**config.mk**
```make
export PLATFORM = sky130hd
export DESIGN_NAME = alu_issue_stage
export DESIGN_NICKNAME = d
export VERILOG_FILES = /design/src/rtl/alu_issue_stage.sv
export SDC_FILE = /design/constraint.sdc
export NUM_CORES = 1
export LEC_CHECK = 0
export CORE_ASPECT_RATIO = 1.1
export CORE_UTILIZATION = 41
export CTS_CLUSTER_SIZE = 10
export DETAILED_ROUTE_END_ITERATION = 12
export PLACE_DENSITY = 0.83
export SETUP_SLACK_MARGIN = 0.1
export SYNTH_ARGS = -nofsm -noshare
export SYNTH_HDL_FRONTEND = slang
export SYNTH_SLANG_ARGS = --single-unit
```
**constraint.sdc**
```tcl
create_clock -name CLK -period 2.6 [get_ports CLK]
set_clock_uncertainty 0.05 [all_clocks]
set_input_delay 0.52 -clock CLK [delete_from_list [all_inputs] [get_ports CLK]]
set_output_delay 0.52 -clock CLK [all_outputs]
set_load 0.03 [all_outputs]
```
**src/rtl/alu_issue_stage.sv**
```systemverilog
// ---------------------------------------------------------------------------
// alu_issue_stage
//
// Two-entry issue/retire pipeline wrapped around a combinational ALU.
//   S1: decodes the instruction, selects the operands and registers them as
//       the ALU inputs (ALU_OP1/ALU_OP2/ALU_OPRN), with the writeback sidebands.
//   S2: captures ALU_OUT/ALU_ZERO and the sidebands as the writeback result.
// One bundle per cycle, two-cycle latency, backpressure from OUT_READY.
//
// Ports
//   CLK, RST          clock (rising edge), asynchronous active-low reset
//   IN_VALID/IN_READY upstream handshake for {INSTR, R1_DATA, R2_DATA}
//   ALU_OP1/OP2/OPRN  registered operands and operation code to the ALU
//   ALU_OUT/ALU_ZERO  combinational ALU result and zero flag
//   OUT_VALID/READY   downstream handshake for the result register
//   RESULT, ZERO      registered ALU result and zero flag
//   WADDR, WEN        destination register and write enable
//   ILLEGAL           retired bundle did not decode
// ---------------------------------------------------------------------------
module alu_issue_stage (
  input  logic        CLK,
  input  logic        RST,
  input  logic        IN_VALID,
  output logic        IN_READY,
  input  logic [31:0] INSTR,
  input  logic [31:0] R1_DATA,
  input  logic [31:0] R2_DATA,
  output logic [31:0] ALU_OP1,
  output logic [31:0] ALU_OP2,
  output logic [5:0]  ALU_OPRN,
  input  logic [31:0] ALU_OUT,
  input  logic        ALU_ZERO,
  output logic        OUT_VALID,
  input  logic        OUT_READY,
  output logic [31:0] RESULT,
  output logic        ZERO,
  output logic [4:0]  WADDR,
  output logic        WEN,
  output logic        ILLEGAL
);

  // Primary opcodes
  localparam logic [5:0] OPC_RTYPE = 6'h00;
  localparam logic [5:0] OPC_ADDI  = 6'h08;
  localparam logic [5:0] OPC_SLTI  = 6'h0a;
  localparam logic [5:0] OPC_ANDI  = 6'h0c;
  localparam logic [5:0] OPC_ORI   = 6'h0d;
  localparam logic [5:0] OPC_LUI   = 6'h0f;
  localparam logic [5:0] OPC_MULI  = 6'h1d;

  // R-type funct codes
  localparam logic [5:0] FN_SLL = 6'h01;
  localparam logic [5:0] FN_SRL = 6'h02;
  localparam logic [5:0] FN_ADD = 6'h20;
  localparam logic [5:0] FN_SUB = 6'h22;
  localparam logic [5:0] FN_AND = 6'h24;
  localparam logic [5:0] FN_OR  = 6'h25;
  localparam logic [5:0] FN_NOR = 6'h27;
  localparam logic [5:0] FN_SLT = 6'h2a;
  localparam logic [5:0] FN_MUL = 6'h2c;

  // ALU operation codes
  localparam logic [5:0] OPRN_NONE = 6'h00;
  localparam logic [5:0] OPRN_ADD  = 6'h01;
  localparam logic [5:0] OPRN_SUB  = 6'h02;
  localparam logic [5:0] OPRN_MUL  = 6'h03;
  localparam logic [5:0] OPRN_SRL  = 6'h04;
  localparam logic [5:0] OPRN_SLL  = 6'h05;
  localparam logic [5:0] OPRN_AND  = 6'h06;
  localparam logic [5:0] OPRN_OR   = 6'h07;
  localparam logic [5:0] OPRN_NOR  = 6'h08;
  localparam logic [5:0] OPRN_SLT  = 6'h09;

  // Instruction fields
  logic [5:0]  opcode;
  logic [5:0]  funct;
  logic [4:0]  rt;
  logic [4:0]  rd;
  logic [4:0]  shamt;
  logic [31:0] imm_sext;
  logic [31:0] imm_zext;
  logic        unused_rs;

  assign opcode   = INSTR[31:26];
  assign funct    = INSTR[5:0];
  assign rt       = INSTR[20:16];
  assign rd       = INSTR[15:11];
  assign shamt    = INSTR[10:6];
  assign imm_sext = {{16{INSTR[15]}}, INSTR[15:0]};
  assign imm_zext = {16'b0, INSTR[15:0]};
  // rs selects the register-file read upstream; its value arrives as R1_DATA.
  assign unused_rs = ^INSTR[25:21];

  // ---- Stage p0: combinational decode / operand select ----
  logic [31:0] op1_p0;
  logic [31:0] op2_p0;
  logic [5:0]  oprn_p0;
  logic [4:0]  waddr_p0;
  logic        wen_p0;
  logic        ill_p0;

  always_comb begin
    op1_p0   = 32'b0;
    op2_p0   = 32'b0;
    oprn_p0  = OPRN_NONE;
    waddr_p0 = 5'b0;
    wen_p0   = 1'b0;
    ill_p0   = 1'b1;
    case (opcode)
      OPC_RTYPE: begin
        case (funct)
          FN_ADD, FN_SUB, FN_MUL, FN_AND, FN_OR, FN_NOR, FN_SLT: begin
            op1_p0   = R1_DATA;
            op2_p0   = R2_DATA;
            waddr_p0 = rd;
            wen_p0   = 1'b1;
            ill_p0   = 1'b0;
            case (funct)
              FN_ADD:  oprn_p0 = OPRN_ADD;
              FN_SUB:  oprn_p0 = OPRN_SUB;
              FN_MUL:  oprn_p0 = OPRN_MUL;
              FN_AND:  oprn_p0 = OPRN_AND;
              FN_OR:   oprn_p0 = OPRN_OR;
              FN_NOR:  oprn_p0 = OPRN_NOR;
              default: oprn_p0 = OPRN_SLT;
            endcase
          end
          FN_SRL, FN_SLL: begin
            op1_p0   = R1_DATA;
            op2_p0   = {27'b0, shamt};
            oprn_p0  = (funct == FN_SRL) ? OPRN_SRL : OPRN_SLL;
            waddr_p0 = rd;
            wen_p0   = 1'b1;
            ill_p0   = 1'b0;
          end
          default: ;
        endcase
      end
      OPC_ADDI, OPC_MULI, OPC_SLTI, OPC_ANDI, OPC_ORI: begin
        op1_p0   = R1_DATA;
        waddr_p0 = rt;
        wen_p0   = 1'b1;
        ill_p0   = 1'b0;
        case (opcode)
          OPC_ADDI: begin oprn_p0 = OPRN_ADD; op2_p0 = imm_sext; end
          OPC_MULI: begin oprn_p0 = OPRN_MUL; op2_p0 = imm_sext; end
          OPC_SLTI: begin oprn_p0 = OPRN_SLT; op2_p0 = imm_sext; end
          OPC_ANDI: begin oprn_p0 = OPRN_AND; op2_p0 = imm_zext; end
          default:  begin oprn_p0 = OPRN_OR;  op2_p0 = imm_zext; end
        endcase
      end
      OPC_LUI: begin
        // lui is executed as a 16-bit left shift of the zero-extended immediate.
        op1_p0   = imm_zext;
        op2_p0   = 32'd16;
        oprn_p0  = OPRN_SLL;
        waddr_p0 = rt;
        wen_p0   = 1'b1;
        ill_p0   = 1'b0;
      end
      default: ;
    endcase
  end

  // ---- Handshake control ----
  logic [31:0] op1_p1;
  logic [31:0] op2_p1;
  logic [5:0]  oprn_p1;
  logic [4:0]  waddr_p1;
  logic        wen_p1;
  logic        ill_p1;
  logic        vld_p1;

  logic [31:0] result_p2;
  logic        zero_p2;
  logic [4:0]  waddr_p2;
  logic        wen_p2;
  logic        ill_p2;
  logic        vld_p2;

  logic s2_take;
  logic in_fire;

  assign s2_take  = vld_p1 && (!vld_p2 || OUT_READY);
  assign IN_READY = !vld_p1 || s2_take;
  assign in_fire  = IN_VALID && IN_READY;

  // ---- Stage p1: registered ALU operands and sidebands ----
  always_ff @(posedge CLK or negedge RST) begin
    if (!RST) begin
      vld_p1   <= 1'b0;
      op1_p1   <= 32'b0;
      op2_p1   <= 32'b0;
      oprn_p1  <= 6'b0;
      waddr_p1 <= 5'b0;
      wen_p1   <= 1'b0;
      ill_p1   <= 1'b0;
    end else if (in_fire) begin
      vld_p1   <= 1'b1;
      op1_p1   <= op1_p0;
      op2_p1   <= op2_p0;
      oprn_p1  <= oprn_p0;
      waddr_p1 <= waddr_p0;
      wen_p1   <= wen_p0;
      ill_p1   <= ill_p0;
    end else if (s2_take) begin
      vld_p1 <= 1'b0;
    end
  end

  // ---- Stage p2: registered ALU result for writeback ----
  always_ff @(posedge CLK or negedge RST) begin
    if (!RST) begin
      vld_p2    <= 1'b0;
      result_p2 <= 32'b0;
      zero_p2   <= 1'b0;
      waddr_p2  <= 5'b0;
      wen_p2    <= 1'b0;
      ill_p2    <= 1'b0;
    end else if (s2_take) begin
      vld_p2    <= 1'b1;
      result_p2 <= ALU_OUT;
      zero_p2   <= ALU_ZERO;
      waddr_p2  <= waddr_p1;
      wen_p2    <= wen_p1;
      ill_p2    <= ill_p1;
    end else if (vld_p2 && OUT_READY) begin
      vld_p2 <= 1'b0;
    end
  end

  assign ALU_OP1   = op1_p1;
  assign ALU_OP2   = op2_p1;
  assign ALU_OPRN  = oprn_p1;
  assign OUT_VALID = vld_p2;
  assign RESULT    = result_p2;
  assign ZERO      = zero_p2;
  assign WADDR     = waddr_p2;
  assign WEN       = wen_p2;
  assign ILLEGAL   = ill_p2;

endmodule

```
==> qor.tcl <==
set qor(grt_pass1_vias) 4969
set qor(clock-root-buffer) {clkbuf_16}
set qor(cts.path.max_buffers) 2
set qor(wl_mm) 16.3
set qor(placement_rows) 42
set qor(worst_r2r_startpoint) {OUT_VALID$_DFFE_PN0P_}
set qor(worst_path_max_delay_cell) {clkdlybuf4s50_1}
set qor(switching_share_pct) 28.2
set qor(fp.dieArea_um2) 13100
set qor(io-pin-count) 245
set qor(grt_antenna_before_repair) 0
set qor(netlist_area_um2) 5200
set qor(tritoncts) {built}
set qor(worst-slew-pin-transition_ns) 0.726
set qor(ys_dominant_reg_cell) {dfrtp_1}
set qor(grt_setup_unrepaired) {no}
set qor(critPathMaxStageDelay_ns) 0.48
set qor(port_buffers) 237
set qor(criticalPathCategory) {primary input to register}
set qor(timing.fmax_mhz) 422
set qor(die_height_um) 120
set qor(yosysWarnings) 0
set qor(critical_path_launch_point_type) {primary input}
set qor(place_ws_ns) -0.272
set qor(gr-usage-all-layers_pct) 25.4
set qor(finalSetupTns_ns) 0
set qor(clockPowerShare_pct) 42.1
set qor(part_of_the_total_power_dissipated_in_combinational_logic_pct) 22.8
set qor(worstRegToRegCells) 7
set qor(via_count) 4823
set qor(detailedRoute.firstIterationViolations) 324
set qor(critPathRequiredTime_ns) 2.89
set qor(path_class_of_the_lowest_slack_min_delay_path) {primary input to asynchronous set/reset pin}
set qor(p_per_area_nw_per_um2) 694
set qor(layout.nets) 858
set qor(cts_htree_levels) 4
set qor(grt_pass1_wl_mm) 25.4
set qor(post-route-period-util_pct) 91.1
set qor(area_growth_syn_to_layout_pct) 65.4
set qor(fp.dieW_um) 109
set qor(critPathMaxFanout) 5
set qor(synth_unique_cells) 44
set qor(path_common_cell) {buf_4}
set qor(sequential_cell_area_um2) 2930
set qor(drtPass1Iterations) 5
set qor(synth_top_family_by_area) {compound AO/OA/AOI/OAI gates}
set qor(routability_congestion) 0.911
set qor(ant_nets) 0
set qor(worst-path-buf-inv) 4
set qor(final_period_minus_worst_setup_slack_ns) 2.37
set qor(core_area_um2) 12200
set qor(ctsHoldBuffers) 0
set qor(yosys.area_share.xor_xnor_pct) 0.337
set qor(timing.critical_path.max_delay_family) {simple AND/OR/NAND/NOR gates}
set qor(drc_errors) 0
set qor(top_area_cell_type_share_of_the_netlist_area_pct) 56.3
set qor(grt.overflow.total) 0
set qor(status) {completed}
set qor(ys_seq_area_share_pct) 56.3
set qor(synth-async-reset-ratio_pct) 100
set qor(setup_viol_count_final) 0
set qor(synth_compound_gate_area_share_pct) 19.0
set qor(clk_pin_slew_worst_paths_ns) 0.06
set qor(yosys.area_share.simple_pct) 11.9
set qor(power_mw) 5.96
set qor(cp_cell_sequence) {clkdlybuf4s50_1 > or3_1 > buf_4 > buf_4 > nor4_1 > buf_4 > nand3_1 > nand2_1 > a221o_1}
set qor(pin_count_of_the_biggest_net_entering_global_routing) 45
set qor(insertedDiodeCount) 0
set qor(half_perimeter_wire_length_after_placement_mm) 11.8
set qor(final_hold_viol_count) 0
set qor(worst-endpoint-arrival_ns) 2.66
set qor(layout-drive-gt1-share_pct) 16.0
set qor(clock_insertion_delay_worst_skew_ns) 0.40
set qor(via_per_inst) 5.41
set qor(syn_inst) 469
set qor(multi_input_comb_area_um2) 2100
set qor(power_frac_seq_pct) 35.1
set qor(crit_end) {ALU_OP2[0]$_DFFE_PN0P_}
set qor(max_slew_margin_pct) 51.5
set qor(final_critical_path_setup_slack_ns) 0.232
set qor(cp-end-kind) {register}
set qor(ys_seq_elements) 117
set qor(p_int_mw) 4.28
set qor(synthAdderAreaFrac_pct) 0
set qor(synth.area.top_cells) {dfrtp_1 (56%), mux2_2 (8.7%), nand2_1 (5.1%)}
set qor(critical_path_depth) 9
set qor(cts_post_setup_buffers_inserted) 0
set qor(regToRegSetupSlack_ns) 0.64
set qor(initial_utilization_pct) 42.6
set qor(netlist.top_cell.by_area) {dfrtp_1}
set qor(yosys-mux-area-fraction_pct) 8.67
set qor(synth_edf_count) 0
set qor(power.leakage_nw) 3.73
set qor(post_synth.cell_area_avg_um2) 11.1
set qor(route.detailed.wl_per_inst_um) 18.3
set qor(drv.max_cap_violation_count) 0
set qor(worstReg2RegEnd) {ALU_OP2[3]$_DFFE_PN0P_}
set qor(fill_cells) 894
set qor(cts-buffers-inserted) 17
set qor(ir_worst_vdd_mv) 0.444
set qor(final_slew_viol_count) 0
set qor(clock_sinks) 117
set qor(critPathLaunch) {INSTR[28]}
set qor(netSwitchingPower_mw) 1.68
sequential cells by signal, indices dropped and copies added (netlist names):
name and cells:
ALU_OP1 32, ALU_OP2 32, RESULT 32, WADDR 5, waddr_p1 5, ALU_OPRN 4
ILLEGAL 1, OUT_VALID 1, WEN 1, ZERO 1, ill_p1 1, vld_p1 1
wen_p1 1
power by group through the flow:
stage / clock network [mW] / registers [mW] / logic (mW)
CTS: 2.55 / 2.09 / 1.37
global route: 2.63 / 2.11 / 1.44
detailed placement: 0 / 2.12 / 1.36
floorplan: 0 / 2.44 / 0.322
global placement: 0 / 2.11 / 1.34
finish: 2.51 / 2.09 / 1.36
what timing repair did:
item,CTS,global route
hold endpoints to repair,0,0
resized for setup,0,2
endpoints found under the setup margin,0,17
how the worst min path moves through the flow:
stage	startpoint	endpoint	slack, ns	cells past startpoint
floorplan	RST	ALU_OP1[0]$_DFFE_PN0P_	0.17	0
global placement	RESULT[25]$_DFFE_PN0P_	RESULT[25]$_DFFE_PN0P_	0.44	1
detailed placement	ALU_OPRN[2]$_DFFE_PN0P_	ALU_OPRN[2]$_DFFE_PN0P_	0.44	2
CTS	RST	RESULT[27]$_DFFE_PN0P_	0.07	1
global route	RST	RESULT[21]$_DFFE_PN0P_	0.10	1
finish	RST	RESULT[21]$_DFFE_PN0P_	0.06	1
Yosys cell counts, types with 4 or more instances:
library cell,count
dfrtp_1,117
nand2_1,71
mux2_2,40
a21oi_1,39
clkbuf_1,28
a221o_1,25
nor2_1,21
o2bb2ai_1,16
a21o_1,12
a22o_1,12
o21ai_0,10
nor3_1,7
inv_1,6
nor2b_1,6
a22oi_1,5
buf_2,5
nand2b_1,5
buf_4,4
nand3_1,4
through the flow:
step / hold slack, ns / cells / util [%] / instance area, um^2
2_1_floorplan: 0.174 / 470 / - / 5200
3_3_place_gp: 0.435 / 860 / 65.2 / 7950
3_5_place_dp: 0.437 / 860 / 65.2 / 7950
4_1_cts: 0.0703 / 892 / 70.4 / 8590
5_1_grt: 0.104 / 892 / 70.5 / 8600
6_report: 0.0646 / 892 / 70.5 / 8600
layout by cell type (no fill, tap or decap), drive strengths merged, types with 5 or more instances in the layout:
master / n
dfrtp: 117
nand2b: 5
o21ai: 10
buf: 38
o2bb2ai: 16
nand2: 71
a21oi: 39
clkbuf: 18
a221o: 25
nor3: 7
a22o: 12
nor2b: 6
a21o: 12
clkinv: 5
clkdlybuf4s50: 235
mux2: 40
nor2: 21
a22oi: 5
inv: 8
kinds of logic after synthesis:
| family | Yosys count |
|---|---|
| other | 1 |
| DFF | 117 |
| and+or+nand+nor | 132 |
| AOI/OAI and AO/OA | 133 |
| muxes | 40 |
| buffers and inverters | 44 |
| xor gates and xnor gates | 2 |
layer usage:
| layer | routed length (um) | track usage (%) | up-vias | part of all wire (%) |
|---|---|---|---|---|
| li1 | - | - | 2214 | - |
| met1 | 6450 | 30.2 | 2377 | 39 |
| met2 | 8390 | 43.9 | 208 | 51 |
| met3 | 1270 | 7.17 | 24 | 7.8 |
| met4 | 224 | 7.75 | 0 | 1.4 |
| met5 | 0 | 0 | - | 0 |
cell type report:
| cell class | count | area share (%) |
|---|---|---|
| Sequential cell | 117 | 34.1 |
| Timing Repair Buffer | 274 | 31.6 |
| Multi-Input combinational cell | 309 | 24.5 |
| Clock buffer | 18 | 5.11 |
| Clock inverter | 14 | 2.33 |
| Tap cell | 154 | 2.24 |
| Inverter | 6 | 0.262 |
(Power assumes the default switching activity.)
==> RTL change, RTL diff (same flow settings) <==
Reset style: synchronous (`RST`), changed in 2 clocked blocks. Comments in the files are not updated.
--- a/src/rtl/alu_issue_stage.sv
+++ b/src/rtl/alu_issue_stage.sv
@@ -186,7 +186,7 @@
   assign in_fire  = IN_VALID && IN_READY;
 
   // ---- Stage p1: registered ALU operands and sidebands ----
-  always_ff @(posedge CLK or negedge RST) begin
+  always_ff @(posedge CLK) begin
     if (!RST) begin
       vld_p1   <= 1'b0;
       op1_p1   <= 32'b0;
@@ -209,7 +209,7 @@
   end
 
   // ---- Stage p2: registered ALU result for writeback ----
-  always_ff @(posedge CLK or negedge RST) begin
+  always_ff @(posedge CLK) begin
     if (!RST) begin
       vld_p2    <= 1'b0;
       result_p2 <= 32'b0;
Formal check against the unedited RTL: differs if RST is asserted again (counterexample within 4 cycles, from zero or initial values and one cycle with RST low); with RST held inactive, the same outputs for 10 cycles.
==> RTL change against the original RTL <==
- the flow now finishes with violations (design-rule violations)
- synthesized cell count increased by 30%
- count of clock-buffer cells in the layout increased by 3
- sequential cell count unchanged
- cell count increased by 13%
- fmax increased by 2.1%
- worst setup slack improved by 0.049 ns
- synthesized area increased by 4.7%
- cell area decreased by 0.41%
- routed wire length increased by 9.1%
- critical endpoint is now ALU_OP2[16]
Power is not compared: it rests on default switching activity, and its combinational part moved more than twofold at a synthesized area within 25%.
==> RTL change: results (changes against the original RTL) <==
| Metric | Value |
|---|---|
| Post-synth top cells | 117 x dfxtp_1, 106 x nand2_1, 42 x a21boi_0, 30 x a221o_1, 24 x buf_2 (was 117 x dfrtp_1, 71 x nand2_1, 40 x mux2_2, 39 x a21oi_1, 28 x clkbuf_1) |
| Pre-CTS setup slack | -0.133 ns (was -0.272 ns) |
| WL met3 | 1590 µm (was 1270 µm) |
| WL per Instance | 17.7 µm (was 18.3 µm) |
| Grt met1 use | 29.6% (was 30.2%) |
| Multiplexer share of the synthesized area | 0.184% (was 8.67%) |
| Worst hold slack | 0.411 ns (was 0.0646 ns) |
| Pin count of the biggest net entering global routing | 48 (was 45) |
| Slew @ Worst Pin | 0.861 ns (was 0.726 ns) |
| XOR/XNOR share of the synthesized area | 0.322% (was 0.337%) |
| GP Congestion | 0.958 (was 0.911) |
| Distinct cells, synth | 67 (was 44) |
| WP data arrival | 2.62 ns (was 2.66 ns) |
| Sequential fraction of the synthesis area | 43.0% (was 56.3%) |
| Predominant post-synthesis flop cell | dfxtp_1 (was dfrtp_1) |
| Met2 GRT Util | 45.1% (was 43.9%) |
| DRC viols | 20 (was 0) |
| Critical path peak fanout | 16 (was 5) |
| RR Startpoint | OUT_VALID (unchanged) |
| Worst min path class | reg -> reg (was in -> async) |
| Hold Path Stages | 2 |
| Cell count after placement | 977 (was 860) |
| Synth top area cells | dfxtp_1 43%, nand2_1 7.3%, a21boi_0 5.8% (was dfrtp_1 56%, mux2_2 8.7%, nand2_1 5.1%) |
| M3 GR Usage | 7.60% (was 7.17%) |
| First-pass GRT wire length | 28000 µm (was 25400 µm) |
| Final Power | 0.00477 W |
| Fill cell count | 1025 (was 894) |
| # nets final | 972 (was 858) |
| Metal-1 WL | 6870 µm (was 6450 µm) |
| Via density | 5.68 (was 5.41) |
| Post-CTS Setup Bufs | 0 (unchanged) |
| Compound-gate portion of the synthesized area | 29.3% (was 19.0%) |
| Cell at the slowest stage of the critical path | nor4_4 (was clkdlybuf4s50_1) |
| Flop-to-flop setup slack | 0.69 ns (was 0.64 ns) |
| Outcome | complete, but fails checks (was complete, no violations) |
| Initial DRT Pass Iterations | 12 (was 5) |
| Overall routing resource usage | 25.9% (was 25.4%) |
| Failing checks | design-rule violations |
| Async set or reset register ratio after synthesis | 0% (was 100%) |
| WL met2 | 8930 µm (was 8390 µm) |
| Synth Area per Inst | 8.92 µm² (was 11.1 µm²) |
| DP HPWL | 13200 µm (was 11800 µm) |
| Via count | 5717 (was 4823) |
| Initial DRC count | 599 (was 324) |
| Share of layout cells above drive strength 1 | 10.2% (was 16.0%) |
[RTL change: cell types whose count changed after synthesis, sizes merged, moves of 16 or more]
cell	change
o2bb2ai	-16
dfrtp	-117
a221oi	+16
nand3	+16
a21boi	+43
a21oi	-18
a32oi	+16
dfxtp	+117
mux2	-40
buf	+31
nand2	+36
[RTL change: layout make-up]
cell class	count	area (µm²)	area share [%]
Timing Repair Buffer	273	2700	31.5
Sequential cell	117	2340	27.4
Inverter	18	72.6	0.848
Tap cell	157	196	2.29
Clock buffer	21	470	5.49
Multi-Input combinational cell	412	2680	31.3
Clock inverter	9	104	1.21
[RTL change: cell families (layout without fill, tap and decap cells)]
kind of cell,Yosys count,after routing
multiplexers,1,1
AO/OA/AOI/OAI,201,201
AND/OR/NAND/NOR,206,206
buffers and inverters,82,321
XOR/XNOR,2,2
flip-flops,117,117
other,1,2
[RTL change: worst max-delay path by stage]
| stage | endpoint | depth (start not counted) | slack (ns) | start |
|---|---|---|---|---|
| 3_3_place_gp | ALU_OP2[16] | 5 | 0.04 | INSTR[29] |
| 6_report | ALU_OP2[16] | 5 | 0.28 | INSTR[29] |
| 4_1_cts | ALU_OP2[16] | 5 | 0.32 | INSTR[29] |
| 2_1_floorplan | ALU_OP2[11] | 8 | 0.65 | OUT_READY |
| 5_1_grt | ALU_OP2[16] | 5 | 0.20 | INSTR[30] |
| 3_5_place_dp | ALU_OP2[16] | 5 | -0.13 | INSTR[29] |
[RTL change: tightest hold or removal path, cell delays in order, from the launching register on]
cell	delay, ns
dfxtp_1	0.30
nand2_1	0.04
a21boi_0	0.06
